--- src/rtl/fft_pkg.sv ---
// Shared constants, FSM state encodings and the bit-reversal helper for the
// radix-2 FFT sequencer.
package fft_pkg;

    localparam int LOG2N = 10;
    localparam int N     = 2 ** LOG2N;

    typedef logic [2:0] state_t;

    localparam state_t IDLE   = 3'd0;
    localparam state_t LOAD   = 3'd1;
    localparam state_t RUN    = 3'd2;
    localparam state_t DRAIN  = 3'd3;
    localparam state_t UNLOAD = 3'd4;

    // Reverses the low w bits of v; bits at and above w come back as zero.
    function automatic logic [15:0] bitrev(input logic [15:0] v, input int w);
        logic [15:0] r;
        r = '0;
        for (int i = 0; i < 16; i++) begin
            if (i < w) begin
                r[i] = v[w-1-i];
            end
        end
        return r;
    endfunction

endpackage

--- src/rtl/fft_unload_ctrl.sv ---
// Result streaming for the FFT sequencer: issues RAM reads and presents the
// registered results on a valid/ready interface with zero-bubble throughput.
module fft_unload_ctrl
    import fft_pkg::*;
#(
    parameter int LOG2N      = fft_pkg::LOG2N,
    parameter bit BITREV_OUT = 1'b1
) (
    input  logic             clk,
    input  logic             rst_n,
    input  logic             enable_i,
    input  logic             out_ready_i,
    output logic             re_o,
    output logic [LOG2N-1:0] addr_o,
    output logic             valid_o,
    output logic             last_o,
    output logic             finished_o
);

    localparam int N = 2 ** LOG2N;
    localparam logic [LOG2N:0]   CNT_END  = (LOG2N+1)'(N);
    localparam logic [LOG2N-1:0] LAST_IDX = LOG2N'(N - 1);

    logic [LOG2N:0]   cnt_q, cnt_d;
    logic [LOG2N-1:0] idx_q, idx_d;
    logic             valid_q, valid_d;
    logic [LOG2N-1:0] natAddr;
    logic [15:0]      revAddr;

    // idx_q remembers which item the RAM output currently holds so that
    // last can be qualified on the presented item, not the issued one.
    always_comb begin
        natAddr = cnt_q[LOG2N-1:0];
        revAddr = bitrev(16'(natAddr), LOG2N);
        re_o    = enable_i && (cnt_q < CNT_END) && (!valid_q || out_ready_i);
        addr_o  = '0;
        if (enable_i) begin
            addr_o = BITREV_OUT ? revAddr[LOG2N-1:0] : natAddr;
        end

        cnt_d   = cnt_q;
        idx_d   = idx_q;
        valid_d = valid_q;
        if (!enable_i) begin
            cnt_d   = '0;
            valid_d = 1'b0;
        end else if (re_o) begin
            cnt_d   = cnt_q + 1'b1;
            idx_d   = natAddr;
            valid_d = 1'b1;
        end else if (out_ready_i) begin
            valid_d = 1'b0;
        end

        valid_o    = valid_q;
        last_o     = valid_q && (idx_q == LAST_IDX);
        finished_o = last_o && out_ready_i;
    end

    always_ff @(posedge clk) begin
        if (!rst_n) begin
            cnt_q   <= '0;
            idx_q   <= '0;
            valid_q <= 1'b0;
        end else begin
            cnt_q   <= cnt_d;
            idx_q   <= idx_d;
            valid_q <= valid_d;
        end
    end

endmodule

--- src/rtl/fft_ctrl.sv ---
// Top-level sequencer for the in-place radix-2 FFT: load, LOG2N butterfly
// stages separated by pipeline drains, then streamed unload.
module fft_ctrl
    import fft_pkg::*;
#(
    parameter int LOG2N      = fft_pkg::LOG2N,
    parameter int BFLY_LAT   = 4,
    parameter bit BITREV_OUT = 1'b1
) (
    input  logic             clk,
    input  logic             rst_n,
    input  logic             start_i,
    output logic             busy_o,
    output logic             done_o,
    input  logic             in_valid_i,
    output logic             in_ready_o,
    output logic             load_we_o,
    output logic [LOG2N-1:0] load_addr_o,
    output logic             agu_start_o,
    output logic             bfly_en_o,
    output logic [3:0]       stage_o,
    output logic [LOG2N-2:0] bfly_idx_o,
    output logic             memsel_o,
    output logic             unload_re_o,
    output logic [LOG2N-1:0] unload_addr_o,
    output logic             out_valid_o,
    output logic             out_last_o,
    input  logic             out_ready_i
);

    localparam int N  = 2 ** LOG2N;
    localparam int BW = LOG2N - 1;
    localparam int DW = $clog2(BFLY_LAT + 1);

    localparam logic [LOG2N-1:0] LOAD_LAST   = LOG2N'(N - 1);
    localparam logic [BW-1:0]    BFLY_LAST   = BW'(N / 2 - 1);
    localparam logic [3:0]       STAGE_LAST  = 4'(LOG2N - 1);
    localparam logic [DW-1:0]    DRN_INIT    = DW'(BFLY_LAT);
    localparam logic             RESULT_BANK = 1'(LOG2N % 2);

    state_t          state_q, state_d;
    logic [LOG2N-1:0] cnt_q, cnt_d;
    logic [3:0]       stage_q, stage_d;
    logic [BW-1:0]    bfly_q, bfly_d;
    logic [DW-1:0]    drn_q, drn_d;
    logic             done_q, done_d;
    logic             unlFinished;

    fft_unload_ctrl #(
        .LOG2N      (LOG2N),
        .BITREV_OUT (BITREV_OUT)
    ) u_unload (
        .clk         (clk),
        .rst_n       (rst_n),
        .enable_i    (state_q == UNLOAD),
        .out_ready_i (out_ready_i),
        .re_o        (unload_re_o),
        .addr_o      (unload_addr_o),
        .valid_o     (out_valid_o),
        .last_o      (out_last_o),
        .finished_o  (unlFinished)
    );

    assign in_ready_o = (state_q == LOAD);
    assign load_we_o  = in_valid_i && in_ready_o;

    // Next-state logic; every counter stops on a terminal compare.
    always_comb begin
        state_d = state_q;
        cnt_d   = cnt_q;
        stage_d = stage_q;
        bfly_d  = bfly_q;
        drn_d   = drn_q;
        done_d  = 1'b0;
        case (state_q)
            IDLE: begin
                if (start_i) begin
                    state_d = LOAD;
                    cnt_d   = '0;
                end
            end
            LOAD: begin
                if (load_we_o) begin
                    if (cnt_q == LOAD_LAST) begin
                        state_d = RUN;
                        stage_d = '0;
                        bfly_d  = '0;
                    end else begin
                        cnt_d = cnt_q + 1'b1;
                    end
                end
            end
            RUN: begin
                if (bfly_q == BFLY_LAST) begin
                    state_d = DRAIN;
                    drn_d   = DRN_INIT;
                end else begin
                    bfly_d = bfly_q + 1'b1;
                end
            end
            DRAIN: begin
                if (drn_q == DW'(1)) begin
                    if (stage_q == STAGE_LAST) begin
                        state_d = UNLOAD;
                    end else begin
                        state_d = RUN;
                        stage_d = stage_q + 1'b1;
                        bfly_d  = '0;
                    end
                end else begin
                    drn_d = drn_q - 1'b1;
                end
            end
            UNLOAD: begin
                if (unlFinished) begin
                    state_d = IDLE;
                    done_d  = 1'b1;
                end
            end
            default: state_d = IDLE;
        endcase
    end

    // Datapath-facing outputs are gated by state so idle and reset show zeros.
    always_comb begin
        busy_o      = (state_q != IDLE);
        done_o      = done_q;
        load_addr_o = (state_q == LOAD) ? cnt_q : '0;
        bfly_en_o   = (state_q == RUN);
        agu_start_o = (state_q == RUN) && (stage_q == 4'd0) && (bfly_q == '0);
        bfly_idx_o  = (state_q == RUN) ? bfly_q : '0;
        stage_o     = '0;
        memsel_o    = 1'b0;
        if ((state_q == RUN) || (state_q == DRAIN)) begin
            stage_o  = stage_q;
            memsel_o = stage_q[0];
        end else if (state_q == UNLOAD) begin
            memsel_o = RESULT_BANK;
        end
    end

    always_ff @(posedge clk) begin
        if (!rst_n) begin
            state_q <= IDLE;
            cnt_q   <= '0;
            stage_q <= '0;
            bfly_q  <= '0;
            drn_q   <= '0;
            done_q  <= 1'b0;
        end else begin
            state_q <= state_d;
            cnt_q   <= cnt_d;
            stage_q <= stage_d;
            bfly_q  <= bfly_d;
            drn_q   <= drn_d;
            done_q  <= done_d;
        end
    end

endmodule

--- config.mk ---
export PLATFORM = sky130hd
export DESIGN_NAME = fft_ctrl
export DESIGN_NICKNAME = d
export VERILOG_FILES = /design/src/rtl/fft_pkg.sv /design/src/rtl/fft_unload_ctrl.sv /design/src/rtl/fft_ctrl.sv
export SDC_FILE = /design/constraint.sdc
export NUM_CORES = 1
export LEC_CHECK = 0
export ABC_AREA = 1
export ABC_CLOCK_PERIOD_IN_PS = 2150
export BUFFER_PORTS_ARGS = -buffer_cell sky130_fd_sc_hd__buf_2
export CAP_MARGIN = 20
export CELL_PAD_IN_SITES_DETAIL_PLACEMENT = 1
export CELL_PAD_IN_SITES_GLOBAL_PLACEMENT = 1
export CORE_UTILIZATION = 35
export CTS_CLUSTER_SIZE = 30
export DETAILED_ROUTE_END_ITERATION = 10
export GPL_TIMING_DRIVEN = 0
export PLACE_DENSITY = 0.73
export SYNTH_ARGS = -nofsm -noshare
export SYNTH_HDL_FRONTEND = slang
export SYNTH_HIERARCHICAL = 1
export SYNTH_SLANG_ARGS = --single-unit
--- constraint.sdc ---
create_clock -name clk -period 2.15 [get_ports clk]
set_input_delay 0.3225 -clock clk [delete_from_list [all_inputs] [get_ports clk]]
set_output_delay 0.3225 -clock clk [all_outputs]
set_load 0.02 [all_outputs]
## Word level (Yosys, flattened, before mapping)

Index checks and enable logic that the tools add are counted.

- $add $sub $neg: 5
- Magnitude comparators: 1
- Equal/unequal tests: 19
- Multiplexer cells: 34
- Reductions and logical operators: 26

Operators by type and width:

| cell | count |
|---|---|
| 9-bit two-way mux | 6 |
| 10-bit two-way mux | 5 |
| 3-bit two-way mux | 9 |
| 9-bit case mux with 3 select lines | 1 |
| 10-bit equality test (second input constant) | 2 |
| 4-bit two-way mux | 5 |
| 10-bit case mux with 2 select lines | 1 |
| 3-bit case mux with 5 select lines | 1 |
| 2-bit != test (second input constant) | 7 |
| 6-bit AND reduction | 2 |
| 11-bit by 1-bit adder with 11-bit output (second input constant) | 1 |
| 11-bit less-than comparator (second input constant) | 1 |
| 10-bit by 1-bit adder with 10-bit output (second input constant) | 1 |
| 9-bit by 1-bit adder with 9-bit output (second input constant) | 1 |
| 9-bit equality test (second input constant) | 1 |
| 9-bit logical NOT | 1 |
| 4-bit case mux with 2 select lines | 1 |
| 2-bit nonzero test | 4 |
| 1-bit logical AND | 7 |
| 3-bit by 1-bit equality test with 1-bit output (second input constant) | 2 |
| 3-bit by 2-bit equality test with 1-bit output (second input constant) | 2 |
| 2-bit by 1-bit != test with 1-bit output (second input constant) | 3 |
| 3-bit case mux with 2 select lines | 1 |
| 3-bit nonzero test | 2 |
| other kinds (13) | 18 |

- Register bits after elaboration: 52
- Input port bits: 5
- Output and inout bits: 43
- Word-level logic and storage cells: 94

## Depth between registers and ports, before layout

Gate-level depths: netlist of the first run.

- Depth after elaboration: 5
- Depth in mapped cells: 14
- Mapped depth without buffers: 14

## Cells and area by module

The synthesis of the first run kept the hierarchy.

By module, submodules not included:

| module | times used | cells an instance | area each (um2) | seq. area each (um2) |
|---|---|---|---|---|
| fft_ctrl | 1 | 330 | 2016.9 | 600.6 |
| fft_unload_ctrl | 1 | 161 | 1066.0 | 440.4 |

## Least setup slack after synthesis of the first run

No wires, ideal clock.

- Path kind: register to output
- Start: register state_q[2]
- End: output port agu_start_o
- Arrival: 1.495 ns
- Data required time: 1.827 ns
- Slack: 0.333 ns
- Stages on the path, launching flop included: 7
- Path buffers: 1
- Path through: dfxtp_1 -> buf_6 -> nor2_2 -> nand2_1 -> inv_1 -> nand4_1 -> nor3_1

- Longest elaborated chain between the ends: 3

Ends and longest elaborated chain:

| item | line | text |
|---|---|---|
| from (decl) | fft_ctrl.sv:41 | `state_t state_q, state_d;` |
| from (signal assigned) | fft_ctrl.sv:151 | `state_q <= state_d;` |
| 3-bit by 2-bit equality test with 1-bit output | n/a |  |
| via bfly_en_o | fft_ctrl.sv:20 | `output logic bfly_en_o,` |
| 1-bit logical AND (2 in series) | fft_ctrl.sv:130 | `agu_start_o = (state_q == RUN) && (stage_q == 4'd0) && (bfly_q == '0);` |
| to (decl) | fft_ctrl.sv:19 | `output logic agu_start_o,` |

The timed path passes the listed nets, and every way through them passes these cells.

## Final worst setup path of the first run

- Start: register state_q[2]
- End: output port bfly_idx_o[4]

- Longest elaborated chain between the ends: 2

Ends and longest elaborated chain:

| item | line | text |
|---|---|---|
| 3-bit by 2-bit equality test with 1-bit output | fft_ctrl.sv:131 | `bfly_idx_o = (state_q == RUN) ? bfly_q : '0;` |
| 9-bit two-way mux | fft_ctrl.sv:131 |  |
| to (decl) | fft_ctrl.sv:22 | `output logic [LOG2N-2:0] bfly_idx_o,` |

No other way between the ends.

==> out/qor.tcl, run 1 <==
set qor(leakagePower_uw) 0.00169
set qor(min-delay-path-class) {primary input to flop}
set qor(worst_slew_pin_tran_ns) 0.547
set qor(dr.first_iter.drc_count) 85
set qor(period_needed_ns) 2.01
set qor(ys_ff_latch) 52
set qor(num_rows) 33
set qor(core-area_mm2) 0.00838
set qor(post-dp-hpwl_um) 6810
set qor(yosys-top-cells-area) {dfxtp_1, nand2_1, nor2_1}
set qor(number_of_antenna_violations_at_the_first_check_in_global_routing) 0
set qor(synth_warnings) 6
set qor(p_seq_share_pct) 36.8
set qor(synth_async_sr_flop_share_pct) 0
set qor(power.density_mw_per_mm2) 927
set qor(die_x_um) 95.9
set qor(total_power_uw) 3380
set qor(r2r_worst_path_depth) 13
set qor(route.vias.total) 3198
set qor(number_of_synthesized_flops_with_an_enable_pin) 0
set qor(holdBufCountCts) 0
set qor(tritoncts_clock_tree) {built}
set qor(max-slew-margin-rel_pct) 63.5
set qor(detail-route-antenna-nets) 0
set qor(design.portCount) 48
set qor(cap_violations) 0
set qor(routedWlPerCell_um) 13.5
set qor(cts_buffers) 5
set qor(area_delta_synth_final_pct) 18.4
set qor(pin_count_of_the_biggest_net_entering_global_routing) 17
set qor(routed_wl_um) 8900
set qor(global_route_wire_length_before_repair_um) 14500
set qor(first_pass_iters) 4
set qor(synth.avg_cell_area_um2) 6.28
set qor(critical_path_class) {flop to output port}
set qor(mappedNetlistNets) 506
set qor(cts.reportedPaths.clkPinSlew_ns) 0.10
set qor(place.port_buffers) 47
set qor(crit_required_ns) 1.83
set qor(post-route-period-util_pct) 93.7
set qor(leading_register_cell_type_out_of_synthesis) {dfxtp_1}
set qor(synthDistinctLibCells) 28
set qor(via_count_of_the_first_global_routing_pass) 3036
set qor(startpoint_type) {flop}
set qor(drc) 0
set qor(timing.fmax_mhz) 497
set qor(power_frac_comb_pct) 46.0
set qor(synth_area_mm2) 0.00308
set qor(synth_top_cells_by_count) {nand2_1, nor2_1, inv_1}
set qor(synth_top_cell_area_share_pct) 33.8
set qor(post_drt_via_cell_ratio) 4.87
set qor(post_synth_inst_count) 491
set qor(ctsHtreeMaxLevel) 2
set qor(gp_congestion) 0.799
set qor(diodes) 0
set qor(clkPwrFrac_pct) 17.3
set qor(min_path_cells) 3
set qor(post-synth-top-count-cell) {nand2_1}
set qor(final_core_utilization_pct) 43.5
set qor(clk_latency_ns) 0.32
set qor(clock_path_buffers) 2
set qor(final_hold_viol_count) 0
set qor(outcome) {finished, final reports clean}
set qor(internal_uw) 1830
set qor(setup_viol) 0
set qor(timing.clock.skew_ns) 0.0112
set qor(grt-ovfl-total) 0
set qor(netSwitchingPower_uw) 1550
set qor(p_sw_share_pct) 45.9
set qor(groute.usage.overall_pct) 20.3
set qor(synth_top_area_cell) {dfxtp_1}
set qor(fp.dieArea_mm2) 0.00919
set qor(vdd.ir_drop.worst_mv) 0.429
set qor(critPathCaptureType) {output port}
set qor(drive_gt1_share_pct) 18.8
set qor(cts_num_sinks) 52
set qor(clock-root-buffer) {clkbuf_8}
set qor(critical_path.max_fanout) 10
set qor(critPathArrivalTime_ns) 1.69
set qor(number_of_pins_exceeding_their_max_slew_limit_in_the_final_report) 0
set qor(die_height_um) 95.9
set qor(floorplan.initialDensity_pct) 36.8
set qor(finalNetCount) 566
set qor(seq_area_frac_synth_pct) 33.8
-- area by class of cell --
cell class	instances	area (um2)
Tap cell	105	131
Inverter	78	298
Clock inverter	3	18.8
Fill cell	1144	4730
Sequential cell	52	1050
Timing Repair Buffer	53	280
Buffer	11	78.8
Multi-Input combinational cell	350	1730
Clock buffer	5	68.8
-- worst paths after layout --
kind	start	end	slack, ns
max	state_q[2]	bfly_idx_o[4]	0.14
min	rst_n	cnt_q[5]	0.34
max reg2reg	bfly_q[0]	state_q[0]	0.17
min reg2reg	u_unload/idx_q[1]	u_unload/idx_q[1]	0.49
-- logic make-up (layout without fill, tap and decap cells) --
group / count (synthesis) / after routing / synth area share, %
simple gates: 278 / 279 / 39.4
buf+inv: 90 / 150 / 12.2
compound gates: 57 / 57 / 9.50
flops: 52 / 52 / 33.8
fa+ha+maj: 10 / 10 / 4.06
xor+xnor: 4 / 4 / 1.14
-- routing by layer --
layer / track usage (%) / share of wire, % / up-vias
met4: 4.48 / 0.81 / 0
met3: 3.08 / 2.4 / 7
met1: 27.6 / 51 / 1497
met2: 33.8 / 46 / 42
met5: 0 / 0 / -
li1: - / - / 1652
-- flip-flops by register name, indices dropped and copies added (netlist names) --
register and cells:
u_unload/cnt_q 11, u_unload/idx_q 10, bfly_q 9, done_o 1
state_q 3, u_unload/valid_o 1, cnt_q 10, stage_q 4
drn_q 3
-- repair_timing --
item | 4_1_cts | 5_1_grt
pin swaps | 0 | 4
setup buffers | 1 | 5
gates resized for setup | 6 | 13
setup endpoints to repair | 22 | 31
cloned | 1 | 0
hold endpoints to repair | 0 | 0
-- power groups by stage --
stage,combinational [uW],sequential (uW),clock [uW]
after floorplan,1090,1230,0
after global placement,1420,1250,0
after detailed placement,1470,1250,0
after CTS,1510,1230,603
after global routing,1760,1260,639
final,1550,1240,585
-- layout by cell type (no fill, tap or decap), types with 6 or more instances in the layout --
cell / Yosys / routed
nor2_1: 90 / 86
nand3_2: 2 / 6
nor3_1: 7 / 7
nand2_2: 5 / 6
o21ai_0: 9 / 9
buf_4: 2 / 7
o21ai_1: 11 / 11
ha_1: 10 / 8
nand4_1: 10 / 10
dfxtp_1: 52 / 50
nor2_2: 5 / 8
buf_2: 2 / 49
nand2_1: 116 / 115
inv_1: 72 / 72
nand3_1: 33 / 30
a21oi_1: 34 / 33
-- critical path, cell delays in order (launching register included) --
cell     delay [ns]
dfxtp_1        0.32
buf_6          0.14
nor2_4         0.19
nand2_1        0.18
buf_2          0.23
nor2_1         0.13
buf_2          0.18
-- per-stage QoR --
step | setup TNS, ns | std cells | worst slack, ns | area (um2) | hold slack, ns
global placement | 0 | 643 | 0.0469 | 3450 | 0.454
CTS | 0 | 653 | 0.00369 | 3560 | 0.343
detailed placement | -0.518 | 643 | -0.0811 | 3450 | 0.459
global route | -0.0239 | 657 | -0.0159 | 3650 | 0.348
finish | 0 | 657 | 0.136 | 3650 | 0.339
floorplan | 0 | 491 | 0.333 | 3080 | 0.434
Note: power is estimated with default switching activity, not from simulation.
==> run 2: changes to the inputs <==
--- a/config.mk
+++ b/config.mk
@@ -11,11 +11,11 @@
 export CAP_MARGIN = 20
 export CELL_PAD_IN_SITES_DETAIL_PLACEMENT = 1
 export CELL_PAD_IN_SITES_GLOBAL_PLACEMENT = 1
-export CORE_UTILIZATION = 35
+export CORE_UTILIZATION = 39
 export CTS_CLUSTER_SIZE = 30
 export DETAILED_ROUTE_END_ITERATION = 10
 export GPL_TIMING_DRIVEN = 0
-export PLACE_DENSITY = 0.73
+export PLACE_DENSITY = 0.8
 export SYNTH_ARGS = -nofsm -noshare
 export SYNTH_HDL_FRONTEND = slang
 export SYNTH_HIERARCHICAL = 1
==> out/qor.tcl, run 2 (synthesis results as in run 1) <==
set qor(routedWlPerCell_um) 13.1 ;# was 13.5 um
set qor(global_route_wire_length_before_repair_um) 14500 ;# about the same
set qor(die_height_um) 90.9 ;# was 95.9 um
set qor(crit_required_ns) 1.83 ;# about the same
set qor(floorplan.initialDensity_pct) 40.1 ;# was 36.8%
set qor(placed_cell_count) 640 ;# was 643
set qor(gp_congestion) 0.863 ;# was 0.799
set qor(detail-route-antenna-nets) 0 ;# unchanged
set qor(post-dp-hpwl_um) 6480 ;# was 6810 um
set qor(critical_path.max_fanout) 9 ;# was 10
set qor(layout.cells.most_common) {nand2_1} ;# unchanged
set qor(die_x_um) 90.9 ;# was 95.9 um
set qor(drive_gt1_share_pct) 17.4 ;# was 18.8%
set qor(drc) 0 ;# unchanged
set qor(ctsHtreeMaxLevel) 2 ;# unchanged
set qor(diodes) 0 ;# unchanged
set qor(startpoint_type) {flop} ;# unchanged
set qor(routed_wl_um) 8490 ;# was 8900 um
set qor(final_cell_mix) {nand2_1, nor2_1, inv_1, dfxtp_1, buf_2} ;# unchanged
set qor(timing.fmax_mhz) 497 ;# about the same
set qor(design.portCount) 48 ;# unchanged
set qor(largestRegisters) {u_unload/cnt_q (11), cnt_q (10), u_unload/idx_q (10)} ;# unchanged
set qor(pin_count_of_the_biggest_net_entering_global_routing) 16 ;# was 17
set qor(critPathArrivalTime_ns) 1.69 ;# about the same
set qor(grt-ovfl-total) 0 ;# unchanged
set qor(clock_path_buffers) 2 ;# unchanged
set qor(num_rows) 32 ;# was 33
set qor(critical_path_class) {flop to output port} ;# unchanged
set qor(place.port_buffers) 47 ;# unchanged
set qor(clk_latency_ns) 0.31 ;# was 0.32 ns
set qor(post_drt_via_cell_ratio) 4.91 ;# was 4.87
set qor(route.vias.total) 3185 ;# was 3198
set qor(first_pass_iters) 4 ;# unchanged
set qor(final_core_utilization_pct) 47.2 ;# was 43.5%
set qor(vdd.ir_drop.worst_mv) 0.359 ;# was 0.429 mV
set qor(clock-root-buffer) {clkbuf_8} ;# unchanged
set qor(holdBufCountCts) 0 ;# unchanged
set qor(worst_slew_pin_tran_ns) 0.553 ;# was 0.547 ns
set qor(core-area_mm2) 0.00769 ;# was 0.00838 mm2
set qor(finalNetCount) 561 ;# was 566
set qor(fp.dieArea_mm2) 0.00826 ;# was 0.00919 mm2
set qor(largest_register_ff_count) 11 ;# unchanged
set qor(leakagePower_uw) 0.00169 ;# about the same
set qor(min-delay-path-class) {primary input to flop} ;# unchanged
set qor(period_needed_ns) 2.01 ;# about the same
set qor(groute.usage.overall_pct) 21.3 ;# was 20.3%
set qor(outcome) {finished, final reports clean} ;# unchanged
set qor(area_delta_synth_final_pct) 17.6 ;# was 18.4%
set qor(cts_buffers) 5 ;# unchanged
set qor(dr.first_iter.drc_count) 106 ;# was 85
set qor(power.density_mw_per_mm2) 969 ;# was 927 mW/mm2
set qor(total_power_uw) 3510 ;# was 3380 uW
set qor(largest-register) {u_unload/cnt_q} ;# unchanged
set qor(post-route-period-util_pct) 93.6 ;# was 93.7%
set qor(via_count_of_the_first_global_routing_pass) 3107 ;# was 3036
set qor(cts_num_sinks) 52 ;# unchanged
set qor(critPathCaptureType) {output port} ;# unchanged
set qor(max-slew-margin-rel_pct) 63.1 ;# was 63.5%
set qor(number_of_antenna_violations_at_the_first_check_in_global_routing) 0 ;# unchanged
set qor(tritoncts_clock_tree) {built} ;# unchanged
set qor(timing.clock.skew_ns) 0.0122 ;# was 0.0112 ns
set qor(cts.reportedPaths.clkPinSlew_ns) 0.10 ;# about the same
set qor(fin_worst_hold_slack_ns) 0.334 ;# was 0.339 ns
set qor(final_hold_viol_count) 0 ;# unchanged
set qor(number_of_pins_exceeding_their_max_slew_limit_in_the_final_report) 0 ;# unchanged
set qor(finish.cell_count_without_fillers) 649 ;# was 657
set qor(setup_viol) 0 ;# unchanged
set qor(cap_violations) 0 ;# unchanged
## run 2: cell count changes in the layout (fill, tap and decap cells not counted)
cell,change
ha_4,-1
clkinv_2,-2
ha_1,+1
buf_4,-4
nand3_4,+1
nand3_1,+2
nand3_2,-4
a21oi_2,-1
bufinv_16,+1
a21oi_1,+1
clkbuf_8,+2
clkinv_4,-1
## run 2: what timing repair did
item                                    in CTS  in global routing
gates resized for setup                      2                 12
hold endpoints to repair                     0                  0
pin swaps                                    0                  2
buffers inserted                             0                  2
endpoints found under the setup margin      11                 25
## run 2: critical path, cell delays in order, from the launching register on
cell,delay [ns]
dfxtp_1,0.32
buf_6,0.14
nor2_2,0.22
nand2_1,0.20
inv_1,0.13
nand4_1,0.08
nor3_1,0.12
buf_2,0.18
## run 2: through the flow
stage               cell area (um2)  setup slack [ns]  setup TNS, ns
global placement               3450            0.0984              0
CTS                            3580           0.00821              0
global route                   3630           -0.0162        -0.0162
finish                         3630             0.139              0
floorplan                      3080             0.333              0
detailed placement             3450            0.0470              0
## run 2: final cells by class
class	instances	area (um2)
Multi-Input combinational cell	349	1700
Inverter	78	298
Clock inverter	1	30.0
Sequential cell	52	1050
Fill cell	1088	4060
Tap cell	102	128
Timing Repair Buffer	49	250
Buffer	11	78.8
Clock buffer	7	96.3
## run 2: path summary, 6_finish.rpt
path / from / endpoint / slack, ns / cells past startpoint
worst min-delay path: rst_n / cnt_q[5] / 0.33 / 3
worst max register to register: bfly_q[1] / state_q[1] / 0.16 / 13
worst min register to register: u_unload/cnt_q[10] / u_unload/valid_o / 0.48 / 1
worst max-delay path: state_q[2] / agu_start_o / 0.14 / 7
## run 2: layer usage
metal	GRT usage, %	wire [um]	vias to the layer above
met4	5.29	69	0
met1	28.2	4140	1493
met5	0	0	-
met3	2.86	211	6
met2	36.6	4070	40
li1	-	-	1646
## run 2: power breakdown
part,switching (uW),internal (uW)
clock,346,412
combinational,1040,471
sequential,128,1110
total,1520,2000
==> run 3: changes to the inputs <==
--- a/config.mk
+++ b/config.mk
@@ -15,7 +15,7 @@
 export CTS_CLUSTER_SIZE = 30
 export DETAILED_ROUTE_END_ITERATION = 10
 export GPL_TIMING_DRIVEN = 0
-export PLACE_DENSITY = 0.8
+export PLACE_DENSITY_LB_ADDON = 0.1
 export SYNTH_ARGS = -nofsm -noshare
 export SYNTH_HDL_FRONTEND = slang
 export SYNTH_HIERARCHICAL = 1
==> out/qor.tcl, run 3 (synthesis results as in run 1) <==
set qor(area_delta_synth_final_pct) 17.2 ;# was 17.6%
set qor(global_route_wire_length_before_repair_um) 14800 ;# was 14500 um
set qor(die_height_um) 90.9 ;# unchanged
set qor(totalNegativeSetupSlack_ns) 0 ;# unchanged
set qor(tritoncts_clock_tree) {built} ;# unchanged
set qor(clock-root-buffer) {clkbuf_8} ;# unchanged
set qor(floorplan.initialDensity_pct) 40.1 ;# unchanged
set qor(max-slew-margin-rel_pct) 64.7 ;# was 63.1%
set qor(finalNetCount) 560 ;# was 561
set qor(setup_viol) 0 ;# unchanged
set qor(use_met3_pct) 2.86 ;# unchanged
set qor(largest-register) {u_unload/cnt_q} ;# unchanged
set qor(worst-path-buf-inv) 3 ;# unchanged
set qor(layout.cells.most_common) {nand2_1} ;# unchanged
set qor(final_cell_mix) {nand2_1, nor2_1, inv_1, buf_2, dfxtp_1} ;# was nand2_1, nor2_1, inv_1, dfxtp_1, buf_2
set qor(cts_num_sinks) 52 ;# unchanged
set qor(vdd.ir_drop.worst_mv) 0.339 ;# was 0.359 mV
set qor(core-area_mm2) 0.00769 ;# unchanged
set qor(groute.layer.met1.usage_pct) 28.4 ;# was 28.2%
set qor(post-route-period-util_pct) 95.1 ;# was 93.6%
set qor(largest_register_ff_count) 11 ;# unchanged
set qor(leakagePower_uw) 0.00167 ;# was 0.00169 uW
set qor(clock_path_buffers) 2 ;# unchanged
set qor(number_of_antenna_violations_at_the_first_check_in_global_routing) 0 ;# unchanged
set qor(post-dp-hpwl_um) 6730 ;# was 6480 um
set qor(gp_congestion) 0.809 ;# was 0.863
set qor(crit_required_ns) 1.83 ;# about the same
set qor(ctsHtreeMaxLevel) 2 ;# unchanged
set qor(final_hold_viol_count) 0 ;# unchanged
set qor(power_frac_comb_pct) 43.9 ;# was 43.1%
set qor(routed_wl_um) 8570 ;# was 8490 um
set qor(min-delay-path-class) {primary input to flop} ;# unchanged
set qor(worst_slew_pin_tran_ns) 0.530 ;# was 0.553 ns
set qor(route.vias.total) 3215 ;# was 3185
set qor(dr.first_iter.drc_count) 77 ;# was 106
set qor(cts.reportedPaths.clkPinSlew_ns) 0.10 ;# about the same
set qor(power.density_mw_per_mm2) 953 ;# was 969 mW/mm2
set qor(design.portCount) 48 ;# unchanged
set qor(place.port_buffers) 47 ;# unchanged
set qor(worstPathCellList) {nor2_2 > nand2_1 > inv_1 > nand2_2 > nor2_8 > buf_6 > buf_2} ;# was buf_6 > nor2_2 > nand2_1 > inv_1 > nand4_1 > nor3_1 > buf_2
set qor(drive_gt1_share_pct) 18.1 ;# was 17.4%
set qor(critPathArrivalTime_ns) 1.72 ;# was 1.69 ns
set qor(grt.busiest_layer) {met2} ;# unchanged
set qor(groute.layer.met2.usage_pct) 38.9 ;# was 36.6%
set qor(cts_buffers) 5 ;# unchanged
set qor(diodes) 0 ;# unchanged
set qor(startpoint_type) {flop} ;# unchanged
set qor(routedWlPerCell_um) 13.2 ;# was 13.1 um
set qor(p_seq_share_pct) 36.0 ;# was 35.3%
set qor(timing.clock.skew_ns) 0.00331 ;# was 0.0122 ns
set qor(worst_path_max_delay_cell) {dfxtp_1} ;# unchanged
set qor(critPathCaptureType) {output port} ;# unchanged
set qor(via_count_of_the_first_global_routing_pass) 3185 ;# was 3107
set qor(netSwitchingPower_uw) 1520 ;# about the same
set qor(cap_violations) 0 ;# unchanged
set qor(number_of_pins_exceeding_their_max_slew_limit_in_the_final_report) 0 ;# unchanged
set qor(postPlaceCellArea_mm2) 0.00345 ;# unchanged
set qor(grt-ovfl-total) 0 ;# unchanged
set qor(fp.dieArea_mm2) 0.00826 ;# unchanged
set qor(clkPwrFrac_pct) 20.1 ;# was 21.6%
set qor(period_needed_ns) 2.04 ;# was 2.01 ns
set qor(timing.fmax_mhz) 489 ;# was 497 MHz
set qor(p_sw_share_pct) 44.1 ;# was 43.2%
set qor(pin_count_of_the_biggest_net_entering_global_routing) 17 ;# was 16
set qor(critical_path.max_fanout) 10 ;# was 9
set qor(final_core_utilization_pct) 47.0 ;# was 47.2%
set qor(internal_uw) 1930 ;# was 2000 uW
set qor(outcome) {finished, final reports clean} ;# unchanged
set qor(first_pass_iters) 4 ;# unchanged
set qor(die_x_um) 90.9 ;# unchanged
set qor(critical-path-max-stage-delay_ns) 0.37 ;# was 0.32 ns
set qor(post_drt_via_cell_ratio) 4.96 ;# was 4.91
set qor(cpLargestDelayFamily) {simple AND/OR/NAND/NOR gates} ;# unchanged
set qor(drc) 0 ;# unchanged
set qor(detail-route-antenna-nets) 0 ;# unchanged
set qor(groute.usage.overall_pct) 22.2 ;# was 21.3%
set qor(largestRegisters) {u_unload/cnt_q (11), cnt_q (10), u_unload/idx_q (10)} ;# unchanged
set qor(critical_path_class) {flop to output port} ;# unchanged
set qor(num_rows) 32 ;# unchanged
set qor(clk_latency_ns) 0.31 ;# about the same
set qor(stdcell_area_mm2) 0.00361 ;# was 0.00363 mm2
## run 3: repair_timing
action / in CTS / in global routing
endpoints found under the setup margin: 19 / 32
resized for setup: 3 / 15
setup buffers: 0 / 1
pin swaps: 0 / 1
hold buffers: 0 / 0
gates cloned: 0 / 0
## run 3: metal layers
layer | up-vias | share of wire [%]
met5 | - | 0
met4 | 0 | 1.3
met3 | 9 | 2.4
met2 | 41 | 48
met1 | 1530 | 48
li1 | 1635 | -
## run 3: tightest hold or removal path: cells and delay by family
kind                   cells  cell delay [ns]
AOI/OAI and AO/OA          1             0.06
buffers and inverters      2             0.15
and+or+nand+nor            1             0.07
## run 3: final timing paths
path	slack [ns]	start	cells past startpoint	end
max reg2reg	0.16	bfly_q[1]	13	state_q[0]
min	0.34	out_ready_i	4	u_unload/valid_o
min reg2reg	0.49	bfly_q[7]	2	bfly_q[7]
max	0.11	state_q[0]	7	unload_re_o
## run 3: stage by stage
stage	cells	total power (uW)	hold WS [ns]	setup WS [ns]
6_report	648	3440	0.340	0.105
5_1_grt	648	3760	0.340	-0.0146
4_1_cts	648	3440	0.336	0.0193
3_5_place_dp	640	2730	0.476	0.00291
3_3_place_gp	640	2660	0.461	0.0391
2_1_floorplan	491	2320	0.434	0.333
## run 3: final cells by class
type / count / area (um2)
fillers: 1079 / 4070
flip-flops and latches: 52 / 1050
repair buffers: 48 / 243
clock inverters: 3 / 42.5
inverters: 78 / 298
clock buffers: 5 / 68.8
well taps: 102 / 128
multi-input cells: 349 / 1710
plain buffers: 11 / 78.8
## run 3: power groups by stage
stage               logic [uW]  registers, uW  clock network [uW]
finish                    1510           1240                 691
global route              1740           1260                 762
CTS                       1490           1230                 715
detailed placement        1470           1250                   0
global placement          1420           1250                   0
floorplan                 1090           1230                   0
